--- src/rtl/inst_loader_pkg.sv ---
// Shared definitions for the instruction-memory loader: FSM state encoding
// and byte-per-word helpers.
package inst_loader_pkg;

   // Loader FSM states.
   typedef enum logic [1:0] {
      IDLE  = 2'd0,
      RECV  = 2'd1,
      WRITE = 2'd2,
      DONE  = 2'd3
   } state_t;

   // Bytes per instruction word for the default 32-bit instruction width.
   localparam int DATA_WIDTH_DEFAULT = 32;
   localparam int BPW                = DATA_WIDTH_DEFAULT / 8;

   // Bytes per word for an arbitrary (multiple-of-8) word width.
   function automatic int bytes_per_word(input int data_width);
      return data_width / 8;
   endfunction

   // Width of a counter that indexes the bytes of a word (at least 1 bit).
   function automatic int byte_cnt_width(input int bpw);
      return (bpw > 1) ? $clog2(bpw) : 1;
   endfunction

endpackage

--- src/rtl/word_assembler.sv ---
// Packs an incoming byte stream little-endian into DATA_WIDTH words.
// Byte k of a word lands in bits [8k+7:8k]. word_full flags the cycle in
// which the last byte of a word is being accepted.
module word_assembler
   import inst_loader_pkg::*;
#(
   parameter int DATA_WIDTH = 32
) (
   input  logic                  clk,
   input  logic                  rst_n,
   input  logic                  clear,
   input  logic                  accept,
   input  logic [7:0]            byte_data,
   output logic [DATA_WIDTH-1:0] word,
   output logic                  word_full
);

   localparam int            NB   = bytes_per_word(DATA_WIDTH);
   localparam int            CW   = byte_cnt_width(NB);
   localparam logic [CW-1:0] LAST = CW'(NB - 1);

   logic [CW-1:0] byte_cnt;

   // Last byte of the word is on the bus and being taken this cycle.
   assign word_full = accept && (byte_cnt == LAST);

   // Byte lane register and position counter; clear drops any partial word.
   always_ff @(posedge clk or negedge rst_n) begin
      if (!rst_n) begin
         byte_cnt <= '0;
         word     <= '0;
      end else if (clear) begin
         byte_cnt <= '0;
         word     <= '0;
      end else if (accept) begin
         word[8*byte_cnt +: 8] <= byte_data;
         byte_cnt              <= word_full ? '0 : byte_cnt + 1'b1;
      end
   end

endmodule

--- src/rtl/inst_mem_loader.sv ---
// Write-side companion of the instruction memory. Receives program bytes
// over a valid/ready handshake, packs them into words and writes them to
// consecutive RAM addresses from 0, holding the CPU until the load is done.
//
// Handshake: a byte transfers on a rising clk edge where byte_valid and
// byte_ready are both 1. byte_ready depends only on the FSM state (RECV),
// never on byte_valid. The sender must hold byte_data stable while
// byte_valid is 1 and the transfer has not happened yet.
module inst_mem_loader
   import inst_loader_pkg::*;
#(
   parameter int DATA_WIDTH = 32,
   parameter int ADDR_WIDTH = 6
) (
   input  logic                  clk,
   input  logic                  rst_n,
   input  logic                  start,
   input  logic [ADDR_WIDTH:0]   word_count,
   input  logic                  abort,
   input  logic                  byte_valid,
   input  logic [7:0]            byte_data,
   output logic                  byte_ready,
   output logic                  mem_we,
   output logic [ADDR_WIDTH-1:0] mem_addr,
   output logic [DATA_WIDTH-1:0] mem_wdata,
   output logic                  busy,
   output logic                  done,
   output logic                  cpu_hold
);

   // Number of words in the RAM, expressed on the wider count bus.
   localparam logic [ADDR_WIDTH:0] RAM_WORDS = {1'b1, {ADDR_WIDTH{1'b0}}};

   state_t                  state;
   state_t                  next_state;
   logic [ADDR_WIDTH:0]     cnt;
   logic [ADDR_WIDTH:0]     idx;
   logic [ADDR_WIDTH:0]     idx_next;
   logic [ADDR_WIDTH:0]     wc_sat;
   logic                    accept;
   logic                    asm_clear;
   logic                    word_full;
   logic [DATA_WIDTH-1:0]   asm_word;

   // Requested count clipped to the RAM size so a load never wraps.
   assign wc_sat   = (word_count > RAM_WORDS) ? RAM_WORDS : word_count;
   assign idx_next = idx + 1'b1;
   assign accept   = byte_valid && byte_ready;

   word_assembler #(
      .DATA_WIDTH (DATA_WIDTH)
   ) u_asm (
      .clk       (clk),
      .rst_n     (rst_n),
      .clear     (asm_clear),
      .accept    (accept),
      .byte_data (byte_data),
      .word      (asm_word),
      .word_full (word_full)
   );

   // FSM state register.
   always_ff @(posedge clk or negedge rst_n) begin
      if (!rst_n) begin
         state <= IDLE;
      end else begin
         state <= next_state;
      end
   end

   // Next-state and output decode; abort overrides a pending write.
   always_comb begin
      next_state = state;
      byte_ready = 1'b0;
      mem_we     = 1'b0;
      mem_addr   = '0;
      mem_wdata  = '0;
      busy       = 1'b0;
      done       = 1'b0;
      asm_clear  = 1'b0;
      unique case (state)
         IDLE: begin
            if (start) begin
               asm_clear  = 1'b1;
               next_state = (wc_sat == '0) ? DONE : RECV;
            end
         end
         RECV: begin
            byte_ready = 1'b1;
            busy       = 1'b1;
            if (abort) begin
               asm_clear  = 1'b1;
               next_state = IDLE;
            end else if (word_full) begin
               next_state = WRITE;
            end
         end
         WRITE: begin
            busy      = 1'b1;
            mem_addr  = idx[ADDR_WIDTH-1:0];
            mem_wdata = asm_word;
            if (abort) begin
               asm_clear  = 1'b1;
               next_state = IDLE;
            end else begin
               mem_we     = 1'b1;
               next_state = (idx_next == cnt) ? DONE : RECV;
            end
         end
         DONE: begin
            done       = 1'b1;
            next_state = IDLE;
         end
      endcase
   end

   // Word count, word index and CPU hold; hold drops as the FSM enters DONE.
   always_ff @(posedge clk or negedge rst_n) begin
      if (!rst_n) begin
         cnt      <= '0;
         idx      <= '0;
         cpu_hold <= 1'b1;
      end else begin
         unique case (state)
            IDLE: begin
               if (start) begin
                  cnt <= wc_sat;
                  idx <= '0;
                  if (wc_sat == '0) begin
                     cpu_hold <= 1'b0;
                  end else begin
                     cpu_hold <= 1'b1;
                  end
               end
            end
            RECV: begin
               if (abort) begin
                  idx <= '0;
               end
            end
            WRITE: begin
               if (abort) begin
                  idx <= '0;
               end else begin
                  idx <= idx_next;
                  if (idx_next == cnt) begin
                     cpu_hold <= 1'b0;
                  end
               end
            end
            DONE: begin
               idx <= '0;
            end
         endcase
      end
   end

endmodule

--- config.mk ---
export PLATFORM = sky130hd
export DESIGN_NAME = inst_mem_loader
export DESIGN_NICKNAME = d
export VERILOG_FILES = /design/src/rtl/inst_loader_pkg.sv /design/src/rtl/word_assembler.sv /design/src/rtl/inst_mem_loader.sv
export SDC_FILE = /design/constraint.sdc
export NUM_CORES = 1
export LEC_CHECK = 0
export ABC_AREA = 1
export ABC_CLOCK_PERIOD_IN_PS = 1500
export CAP_MARGIN = 20
export CORE_ASPECT_RATIO = 1.75
export CORE_MARGIN = 4
export CORE_UTILIZATION = 46
export CTS_CLUSTER_SIZE = 16
export DETAILED_ROUTE_END_ITERATION = 10
export PLACE_DENSITY = 0.78
export REMOVE_ABC_BUFFERS = 1
export SLEW_MARGIN = 10
export SYNTH_ARGS = -nofsm -noshare
export SYNTH_HDL_FRONTEND = slang
export SYNTH_SLANG_ARGS = --single-unit
--- constraint.sdc ---
create_clock -name clk -period 1.5 [get_ports clk]
set_input_delay 0.225 -clock clk [delete_from_list [all_inputs] [get_ports clk]]
set_output_delay 0.225 -clock clk [all_outputs]
set_load 0.005 [all_outputs]
# ---- Word level (Yosys, flattened, before mapping)
# Index checks and enable logic that the tools add are counted.
dict set report totals {
  input_bits 20
  ff_bits 51
  word_cells 66
}
dict set report classes {
  add_sub_neg 3
  shifts 2
  n_reduce_logical 11
  n_lt_le_gt_ge 1
  n_mux 33
  eq_ne 10
}
# operator n
set ops {}
lappend ops {{$mux W32} 3}
lappend ops {{$neg A5 Y34} 1}
lappend ops {{$shift A8 B34 Y32 const A} 1}
lappend ops {{$shiftx A8 B34 Y32} 1}
lappend ops {{$bwmux W32} 1}
lappend ops {{$mux W7} 4}
lappend ops {{$pmux W7 S4} 1}
lappend ops {{$mux W2} 9}
lappend ops {{$mux W1} 11}
lappend ops {{$ne A2 B2 Y1 const B} 4}
lappend ops {{$pmux W2 S4} 1}
lappend ops {{$add A7 B1 Y7 const B} 1}
lappend ops {{$eq A7 B7 Y1} 1}
lappend ops {{$gt A7 B7 Y1 const B} 1}
lappend ops {{$logic_not A7 Y1} 1}
lappend ops {{$eq A2 B2 Y1 const B} 3}
lappend ops {{$mux W6} 1}
lappend ops {{$reduce_and A2 Y1} 3}
lappend ops {{$pmux W1 S2} 2}
lappend ops {{$reduce_and A4 Y1} 1}
lappend ops {{$reduce_bool A2 Y1} 2}
lappend ops {{$ne A3 B2 Y1 const B} 1}
lappend ops {{$add A2 B1 Y2 const B} 1}
lappend ops {{$eq A2 B1 Y1 const B} 1}
lappend ops {{other kinds (3)} 4}

# ---- Longest topological paths before layout
# Gate-level depths: netlist of the first run.
dict set report depth {
  ltp_word 7
  mapped_depth 14
  mapped_depth_nobuf 14
}

# ---- By module
# A second synthesis of the first run with hierarchy kept.
dict set report unflattened {
  hier_cells 429
  hier_area_um2 2951.6
}
# module n_inst area_per_inst_um2 cells_each
set by_module_without_submodules {}
lappend by_module_without_submodules {word_assembler 1 1591.5 201}
lappend by_module_without_submodules {inst_mem_loader 1 1360.1 228}

# ---- Worst setup path after synthesis of the first run
# OpenSTA, ideal clock, no wires.
dict set report synth_path {
  path_kind {register -> register}
  startpoint {register u_asm.byte_cnt[0]}
  endpoint {register u_asm.word[16]}
  slack_ns -0.110
  period_less_slack_ns 1.610
  t_arrival_ns 1.521
  stages_incl_launch_ff 7
  cell_sequence {dfrtp_1 -> inv_1 -> ha_1 -> inv_1 -> nor3_1 -> nand4_1 -> o22ai_1}
}
dict set report synth_between {
  elab_chain_len 5
  elab_cells_between_ends 6
  classes_between {add/sub (1); shift (2); mux (3)}
}
# element line_no
set synth_rtl {}
lappend synth_rtl {{start: declaration} word_assembler.sv:22} ;# logic [CW-1:0] byte_cnt;
lappend synth_rtl {{start signal: assignment} word_assembler.sv:37} ;# byte_cnt <= word_full ? '0 : byte_cnt + 1'b1;
lappend synth_rtl {{$neg A5 Y34 *} word_assembler.sv:36} ;# word[8*byte_cnt +: 8] <= byte_data;
lappend synth_rtl {{$shiftx A8 B34 Y32 or $shift A8 B34 Y32 (tied branches)} word_assembler.sv:36}
lappend synth_rtl {{$bwmux W32 *} word_assembler.sv:36}
lappend synth_rtl {{$mux W32 *} word_assembler.sv:35} ;# end else if (accept) begin
lappend synth_rtl {{$mux W32 *} word_assembler.sv:32} ;# end else if (clear) begin
lappend synth_rtl {{end signal: indexed assignment} word_assembler.sv:36}
lappend synth_rtl {{end: declaration} word_assembler.sv:14} ;# output logic [DATA_WIDTH-1:0] word,
# Mark *: on every way between the ends. The rest lies on a longest branch, timed or not. The select of a mux whose other input is x is not followed.
# A chain may end at the register's enable or synchronous reset.

# ---- Worst setup path in the final report of the first run
dict set report layout_path {
  startpoint {register state[1]}
  endpoint {output port mem_wdata[5]}
}
dict set report layout_between {
  elab_chain_len 2
}
# element line_no
set layout_rtl {}
lappend layout_rtl {{start: declaration} inst_mem_loader.sv:34} ;# state_t state;
lappend layout_rtl {{start signal: assignment} inst_mem_loader.sv:67} ;# state <= next_state;
lappend layout_rtl {{$eq A2 B2 Y1} inst_mem_loader.sv:81} ;# unique case (state)
lappend layout_rtl {{$mux W32} inst_mem_loader.sv:81}
lappend layout_rtl {{end: declaration} inst_mem_loader.sv:25} ;# output logic [DATA_WIDTH-1:0] mem_wdata,
# Every way passes these cells.

==> results of run 1 <==
where the power goes:
group          switching [mW]  total (mW)  internal, mW
logic                    2.36        4.49          2.13
registers               0.291        2.00          1.70
clock network           0.500       0.998         0.498
timing repair:
action	4_1_cts	5_1_grt
gates resized for setup	271	137
pin swaps	11	18
hold buffers	1	0
endpoints found under the setup margin	91	91
gates cloned	6	1
hold endpoints to repair	9	0
setup buffers	13	7
cells by family (layout without fill, tap and decap cells):
| group | count (synthesis) | after routing |
|---|---|---|
| AOI/OAI and AO/OA | 72 | 72 |
| xor gates and xnor gates | 2 | 2 |
| adders and majority gates | 10 | 10 |
| buffers and inverters | 96 | 227 |
| DFF | 51 | 51 |
| and+or+nand+nor | 168 | 168 |
area by class of cell:
cell class,count,area (um^2)
multi-input cells,252,1812
flip-flops and latches,51,1281
repair buffers,131,1279
fillers,355,1251
inverters,88,345.3
well taps,80,100.1
clock buffers,5,68.82
clock inverters,3,43.79
through the flow:
step	utilization	total power [mW]
6_report	0.7976	7.483
5_1_grt	0.7976	7.838
4_1_cts	0.7164	6.647
3_5_place_dp	0.6403	4.518
3_3_place_gp	0.6403	4.440
2_1_floorplan	-	3.204
cells in the final DEF, fill, tap and decap left out, types with 11 or more instances in the layout:
cell type,instances
buf_4,39
inv_1,54
buf_6,37
nand2_1,52
nand2_4,27
a21oi_1,12
inv_2,29
dfrtp_1,47
o21ai_1,15
buf_2,22
nand3_1,26
o21ai_2,11
nand2_2,22
clkdlybuf4s50_1,18
metal layers:
layer,wire length [um],GRT usage,vias to the layer above
met5,0,0,-
met4,527,0.09296,0
met3,652,0.03842,45
met2,5700,0.4291,151
met1,3747,0.2864,1569
li1,-,-,1523
cell usage after synthesis:
| cell | number | area [um^2] |
|---|---|---|
| clkbuf_1 | 3 | 11.26 |
| buf_4 | 1 | 7.510 |
| nand3_2 | 1 | 10.01 |
| nor2_4 | 1 | 11.26 |
| nand4_1 | 5 | 31.28 |
| nor4_2 | 1 | 12.51 |
| a21oi_1 | 21 | 105.1 |
| nor2_1 | 17 | 63.81 |
| a21oi_4 | 1 | 16.27 |
| nand2_1 | 97 | 364.1 |
| dfrtp_1 | 50 | 1251 |
| dfstp_2 | 1 | 26.28 |
| buf_2 | 3 | 15.01 |
| ha_1 | 10 | 125.1 |
| o22ai_1 | 14 | 87.58 |
| o21ai_2 | 1 | 8.760 |
| nand2_2 | 5 | 31.28 |
| nor3_1 | 3 | 15.01 |
| inv_1 | 85 | 319.1 |
| o31ai_1 | 1 | 7.510 |
| nand3b_1 | 1 | 7.510 |
| inv_2 | 3 | 11.26 |
| nor2_2 | 4 | 25.02 |
| nor4_1 | 1 | 6.260 |
| nand3_1 | 30 | 150.1 |
| o21ai_0 | 34 | 170.2 |
| or2_2 | 1 | 6.260 |
| or2_1 | 1 | 6.260 |
| xnor2_1 | 1 | 8.760 |
| xor2_1 | 1 | 8.760 |
| buf_6 | 1 | 11.26 |
worst max-delay path: cells and delay by family (launching register included):
| family | cells | cell delay, ns |
|---|---|---|
| DFF | 1 | 0.46 |
| adders and majority gates | 1 | 0.20 |
| buffers and inverters | 5 | 0.51 |
| and+or+nand+nor | 1 | 0.06 |
state kept, by name (all words and copies together), names as in the netlist:
register and cells:
u_asm.word 32, cnt 7, idx 7, state 2, u_asm.byte_cnt 2, cpu_hold 1
how the worst min path moves through the flow:
stage	to	slack, ns	depth (start not counted)
global route	cnt[6]	0.36	2
detailed placement	idx[6]	0.15	1
finish	idx[6]	0.33	2
global placement	idx[6]	0.15	1
floorplan	cnt[0]	-0.07	0
CTS	idx[6]	0.34	2
==> metrics.csv, run 1 <==
stage,metric,value,unit
logic_synthesis,synth_fa_ha_area_frac,0.04268,
setup_path,worstRegToRegCells,10,
outcome,status,"finished, violations left",
global_routing,grt_antenna_before_repair,0,
clocking,cts_tree,yes,
setup_path,crit_slowest_cell,dfrtp_2,
detailed_routing,drt_wl_total,10630,um
floorplan,row_count,38,
hold_path,hold_path.class,in2async,
detailed_routing,first_iter_violations,246,
clocking,clk_path_buf_depth,2,
logic_synthesis,yosys_warnings,0,
timing,timing.slew.headroom,0.7672,
setup_path,cpPeakStageDelay,0.46,ns
logic_synthesis,syn_area,2932,um^2
setup_path,startpoint,state[1],
timing,final-max-slew-violation-count,0,
job,max_cap_violations,0,
power_and_ir_drop,powerDensity,1518,nW/um^2
logic_synthesis,synthMuxAreaShare,0,
setup_path,r2r_slack,-0.26,ns
setup_path,crit_required,1.27,ns
timing,rsz0062_at_grt,yes,
global_routing,grt_pass1_wl,14450,um
placement,post-place-ws,-0.2548,ns
floorplan,num_io_pins,63,
detailed_routing,vias_per_cell,5.390,
global_routing,track_usage,0.2435,
setup_path,cp.arrival,1.57,ns
setup_path,cp_cell_sequence,"ha_4, buf_6, buf_12, buf_6, nand2_2, inv_2, buf_6",
floorplan,dieHeight,113.6,um
timing,finClkSkew,0.006862,ns
detailed_routing,ant_nets,0,
power_and_ir_drop,ir_drop,0.001405,V
setup_path,r2r_end,u_asm.word[2],
timing,whs,0.3274,ns
clocking,clkTransAtPathRegs,0.10,ns
global_routing,grt_max_degree,28,
logic_synthesis,synth_area_per_cell,7.347,um^2
detailed_routing,routed-via-count,3288,
timing,setup_tns,-15.64,ns
timing,period_needed,1.791,ns
setup_path,worstSetupPathType,reg2out,
clocking,cts_inserted_buffers,5,
floorplan,die_w,68.35,um
placement,place_area,3958,um^2
setup_path,endpoint_kind,primary output,
outcome,violations,setup timing,
logic_synthesis,yosysSeqAreaShare,0.4358,
setup_path,r2r_start,state[1],
logic_synthesis,synth_compound_area_frac,0.1349,
logic_synthesis,synth_top_family_by_area,simple AND/OR/NAND/NOR gates,
cells_and_area,n_antenna_cell,0,
timing,fin_ws,-0.2907,ns
timing,hold_viol_final,0,
placement,gp_congestion,0.8654,
power_and_ir_drop,p_leak,2.807,nW
detailed_routing,avgRoutedWirePerCell,17.42,um
floorplan,coreArea,6181,um^2
placement,dp_cells,577,
clocking,cts-root-buf,clkbuf_8,
timing,max_freq,558.4,MHz
floorplan,start_util,0.4743,
logic_synthesis,synth_cells,399,
setup_path,crit_top_cell,buf_6,
cells_and_area,drive_gt1_frac,0.4925,
setup_path,worst-path-max-fanout,8,
clocking,cts.sinks,51,
logic_synthesis,ys_ff_latch,51,
cells_and_area,final-instance-count-excl-fill,610,
detailed_routing,firstDrtPassIters,4,
global_routing,overflow,0,
timing,worstMarginPinSlew,0.3489,ns
clocking,clock_latency,0.32,ns
logic_synthesis,synth-simple-area-share,0.2527,
global_routing,grt_pass1_vias,3168,
placement,dp_hpwl,5642,um
logic_synthesis,ys_types,31,
cells_and_area,design_area,4930,um^2
setup_path,cp-endpoint,mem_wdata[5],
cells_and_area,finish.net_count,559,
setup_path,crit_path_start_kind,register,
placement,port_buffers,62,
timing,finalSetupViolCount,86,
cells_and_area,area_growth,68.16,%
timing,fin_crit_sh,1.194,
detailed_routing,route.detailed.drc,0,
clocking,h-tree-depth,2,
logic_synthesis,synthXorXnorAreaFrac,0.005975,
floorplan,die_area,7764,um^2
Power figures use the tool's default switching activity.
==> run 2: changes to the inputs <==
--- a/config.mk
+++ b/config.mk
@@ -6,7 +6,6 @@
 export NUM_CORES = 1
 export LEC_CHECK = 0
 export ABC_AREA = 1
-export ABC_CLOCK_PERIOD_IN_PS = 1500
 export CAP_MARGIN = 20
 export CORE_ASPECT_RATIO = 1.75
 export CORE_MARGIN = 4
==> results of run 2 <==
The final DEF is identical to that of run 1; final timing and power are the same.
